[src/rtl/calcu_host_sequencer.sv]
// calcu_host_sequencer: writes operand A, operand B and opcode to a memory-mapped processor, waits, then returns its result.
module calcu_host_sequencer #(
  parameter int HOLD_CYCLES = 10,
  parameter int GAP_CYCLES = 10,
  parameter int RESULT_WAIT = 20,
  parameter logic [31:0] ADDR_A = 32'd16,
  parameter logic [31:0] ADDR_B = 32'd20,
  parameter logic [31:0] ADDR_OP = 32'd0
) (
  input  logic        CLK,
  input  logic        RST,
  input  logic        req_valid,
  output logic        req_ready,
  input  logic [31:0] opA,
  input  logic [31:0] opB,
  input  logic [31:0] opcode,
  output logic [31:0] EntradaCalcu,
  output logic [31:0] addressCalcu,
  output logic        writeEnableCalcu,
  input  logic [31:0] resultadoCalcu,
  output logic        res_valid,
  output logic [31:0] res_data,
  input  logic        res_ready,
  output logic        busy
);
  localparam int HG = HOLD_CYCLES > GAP_CYCLES ? HOLD_CYCLES : GAP_CYCLES;
  localparam int MAXP = HG > RESULT_WAIT ? HG : RESULT_WAIT;
  localparam int CW = $clog2(MAXP + 1);
  localparam logic [CW-1:0] H1 = CW'(HOLD_CYCLES - 1);
  localparam logic [CW-1:0] G1 = CW'(GAP_CYCLES - 1);
  localparam logic [CW-1:0] R1 = CW'(RESULT_WAIT - 1);
  typedef enum logic [3:0] {IDLE, WR_A, GAP_A, WR_B, GAP_B, WR_OP, GAP_OP, WAIT_RES, DONE} state_t;
  state_t state, state_n;
  logic [CW-1:0] cnt, cnt_n;
  logic [31:0] b_q, op_q, addr, data;
  logic t, accept;
  assign t = cnt == '0;
  assign req_ready = state == IDLE;
  assign busy = state != IDLE;
  assign accept = req_valid && req_ready;
  assign res_valid = state == DONE;
  assign writeEnableCalcu = !(state inside {WR_A, WR_B, WR_OP});
  assign addressCalcu = addr;
  assign EntradaCalcu = data;
  // Counter is loaded with length-1 on entry, so a state ends on the edge where it reads zero.
  always_comb begin
    state_n = state;
    cnt_n = t ? '0 : cnt - CW'(1);
    case (state)
      IDLE:     if (req_valid) begin state_n = WR_A; cnt_n = H1; end
      WR_A:     if (t) begin state_n = GAP_A; cnt_n = G1; end
      GAP_A:    if (t) begin state_n = WR_B; cnt_n = H1; end
      WR_B:     if (t) begin state_n = GAP_B; cnt_n = G1; end
      GAP_B:    if (t) begin state_n = WR_OP; cnt_n = H1; end
      WR_OP:    if (t) begin state_n = GAP_OP; cnt_n = G1; end
      GAP_OP:   if (t) begin state_n = WAIT_RES; cnt_n = R1; end
      WAIT_RES: if (t) state_n = DONE;
      DONE:     if (res_ready) state_n = IDLE;
      default:  state_n = IDLE;
    endcase
  end
  // Address/data registers only move on edges that enter a write state, so they are stable while the strobe is low.
  always_ff @(posedge CLK) begin
    if (RST) begin
      state <= IDLE;
      cnt <= '0;
      b_q <= '0;
      op_q <= '0;
      addr <= '0;
      data <= '0;
      res_data <= '0;
    end else begin
      state <= state_n;
      cnt <= cnt_n;
      if (accept) begin
        b_q <= opB;
        op_q <= opcode;
        addr <= ADDR_A;
        data <= opA;
      end
      if (state == GAP_A && t) begin
        addr <= ADDR_B;
        data <= b_q;
      end
      if (state == GAP_B && t) begin
        addr <= ADDR_OP;
        data <= op_q;
      end
      if (state == WAIT_RES && t) res_data <= resultadoCalcu;
    end
  end
endmodule

[config.mk]
export PLATFORM = sky130hd
export DESIGN_NAME = calcu_host_sequencer
export DESIGN_NICKNAME = d
export VERILOG_FILES = /design/src/rtl/calcu_host_sequencer.sv
export SDC_FILE = /design/constraint.sdc
export NUM_CORES = 1
export LEC_CHECK = 0
export CELL_PAD_IN_SITES_DETAIL_PLACEMENT = 1
export CELL_PAD_IN_SITES_GLOBAL_PLACEMENT = 2
export CORE_ASPECT_RATIO = 0.8
export CORE_MARGIN = 8
export CORE_UTILIZATION = 25
export CTS_CLUSTER_SIZE = 40
export DETAILED_ROUTE_END_ITERATION = 7
export PLACE_DENSITY = 0.81
export RECOVER_POWER = 50
export SLEW_MARGIN = 5
export SYNTH_ARGS = -nofsm -noshare
export SYNTH_HDL_FRONTEND = slang
export SYNTH_SLANG_ARGS = --single-unit
[constraint.sdc]
create_clock -name CLK -period 3.4 [get_ports CLK]
set_input_delay 0.68 -clock CLK [delete_from_list [all_inputs] [get_ports CLK]]
set_output_delay 0.68 -clock CLK [all_outputs]
set_load 0.01 [all_outputs]
==> qor.csv <==
metric,value,unit
status,"complete, no violations",
top cell type's share of synthesized area,50.0,%
Max-slew headroom,3.57,%
WL final,20200,µm
"Avg Cell Area, Syn",8.35,µm²
fin crit share,81.4,%
Worst-path clk slew,0.06,ns
Cell variety after synth,36,
largest net degree at the start of global routing,69,
IO Pins,232,
"Req. time, crit path",3.73,ns
synth top area cells,"dfxtp_1 (50%), nand2_1 (13%), a21oi_1 (8.9%)",
CP arrival,3.09,ns
Clock Path Buffers,2,
placed cells,1133,
leading area contributor after synthesis,dfxtp_1,
final hold vios,0,
max-slew violation count,0,
hold buffers post-CTS,0,
antenna violations before repair,1,
first-pass GRT wire length,31200,µm
Period minus WS final,2.77,ns
number of synthesized register bits,139,
P per Cell Area,673,nW/µm²
vias in the first global route,5467,
Post-CTS Resized,0,
M2 GR Usage,22.3,%
clock latency on the worst-skew pair,0.42,ns
final std cells w/o fill,1165,
Vias/cell,4.45,
CORE AREA,22200,µm²
Nets,979,
Final GP Congestion,0.713,
setup TNS,0,ns
Int Power,0.00383,W
area growth from synthesis to layout,50.2,%
Max Freq,362,MHz
# port buffers,201,
grt met1 use,19.1,%
Synth async-reset ratio,0,%
Root Buffer,clkbuf_16,
DRC Markers,0,
num rows,49,
synth warn,0,
Hold Path Class,reg2reg,
DIE AREA,27300,µm²
final antenna-violating net count,0,
CTS Buf Count,17,
clock sink total,139,
RSZ-0062 raised after global routing,no,
DPL Wire Length,13800,µm
part of the power in the clock network,37.3,%
Overall Global Routing Usage,14.6,%
max-cap viol count,0,
mapped cell area,5570,µm²
layout cells sized above 1,6.17,%
routed via count,5188,
Seq pwr share,36.7,%
Post-synth EDFFs,0,
CTS tree,yes,
1st-iter DRT viols,280,
CP endpoint kind,flop,
crit path max fanout,26,
maximum VDD drop,0.272,mV
final count of negative-setup-slack endpoints,0,
H-tree Lvls,4,
Sw Pwr,0.00180,W
kind of start point of the critical path,flop,
drt first pass iters,4,
CP Class,reg2reg,
Pwr Total,0.00562,W
global route hottest layer,met2,
die width,183,µm
Syn Inst Count,667,
antenna cells,0,
switching part of the total power,32.0,%
top_reg_cell synth,dfxtp_1,
die height,149,µm
GRT overflow,0,
Comb pwr share,25.9,%
GR Layer Usage met3,5.44,%
pin slew with the least headroom to its limit,1.45,ns
Leak,3.17,nW
Setup Buffers After CTS,0,
Initial Utilization,25.1,%
register area share after synthesis,50.0,%
worst clock skew,0.00691,ns
DR WL/cell,17.4,µm
[through the flow]
stage	worst slack (ns)	utilization [%]	hold WS, ns	instance area, µm²
2_1_floorplan	1.57	-	0.436	5680
3_3_place_gp	1.03	34.7	0.437	7710
3_5_place_dp	0.978	34.7	0.447	7710
4_1_cts	0.687	37.7	0.452	8370
5_1_grt	0.337	37.7	0.464	8360
6_report	0.634	37.7	0.447	8360
[per-layer routing]
metal | part of all wire (%) | wire length (µm)
met1 | 48 | 9650
met2 | 44 | 8880
met3 | 7.5 | 1510
met4 | 0.81 | 164
met5 | 0.064 | 13
[synth_stat cells, types with 3 or more instances]
cell	number
inv_1	4
nor2_1	38
nor3_1	6
buf_6	4
dfxtp_1	139
buf_2	18
nand2_1	198
a22oi_1	33
xor2_1	4
buf_4	32
clkbuf_1	30
a211oi_1	3
a221o_1	32
a21oi_1	99
[critical path: stages, from the launching register on]
cell and delay (ns):
dfxtp_1 0.50, nor4_4 0.46, and2_0 0.79, clkbuf_2 0.58
a211oi_1 0.09, a211oi_1 0.24
[sequential cells by signal, indices dropped and copies added, names as in the netlist]
register / count
res_data: 32
cnt: 5
state: 4
b_q: 32
op_q: 32
addressCalcu: 2
EntradaCalcu: 32
[path summary, 6_finish.rpt]
check / from / end / slack, ns / cells past startpoint
max: state[3] / addressCalcu[4] / 0.63 / 5
min: res_data[4] / res_data[4] / 0.45 / 2
max reg2reg: state[3] / addressCalcu[4] / 0.63 / 5
min reg2reg: res_data[4] / res_data[4] / 0.45 / 2
[cell families (layout without fill, tap and decap cells)]
logic type	count (synthesis)	after routing	synth area share, %
and+or+nand+nor	259	259	19.4
AOI/OAI and AO/OA	173	173	20.3
DFF	139	139	50.0
buffers and inverters	88	251	9.04
xor gates and xnor gates	5	5	0.787
adders and majority gates	1	1	0.225
other	1	30	0.0674
muxes	1	1	0.180
[layout make-up]
| type | instances | area [µm²] |
|---|---|---|
| fill | 2608 | 13800 |
| sequential | 139 | 2780 |
| multi-input combinational | 469 | 2410 |
| timing repair buffer | 215 | 2110 |
| clock buffer | 17 | 425 |
| tap | 306 | 383 |
| clock inverter | 15 | 236 |
| inverter | 4 | 15.0 |
[power by group through the flow]
stage / sequential [W] / clock [W] / combinational (W)
after floorplan: 0.00207 / 0 / 0.000912
after detailed placement: 0.00210 / 0 / 0.00153
after CTS: 0.00207 / 0.00216 / 0.00154
final: 0.00207 / 0.00210 / 0.00146
after global placement: 0.00210 / 0 / 0.00150
after global routing: 0.00210 / 0.00224 / 0.00162
[cells in the final DEF (no fill, tap or decap), drive strengths merged, types with 2 or more instances in the layout]
cell / instances
a211oi: 3
a21oi: 99
a221o: 32
a22oi: 33
and2: 2
buf: 12
bufinv: 5
clkbuf: 20
clkdlybuf4s50: 134
clkinv: 2
clkinvlp: 3
conb: 30
dfxtp: 139
dlygate4sd3: 66
inv: 9
nand2: 198
nand3: 2
nor2: 38
nor3: 7
nor4: 3
nor4b: 3
o21a: 2
xor2: 4
(Power assumes the default switching activity.)
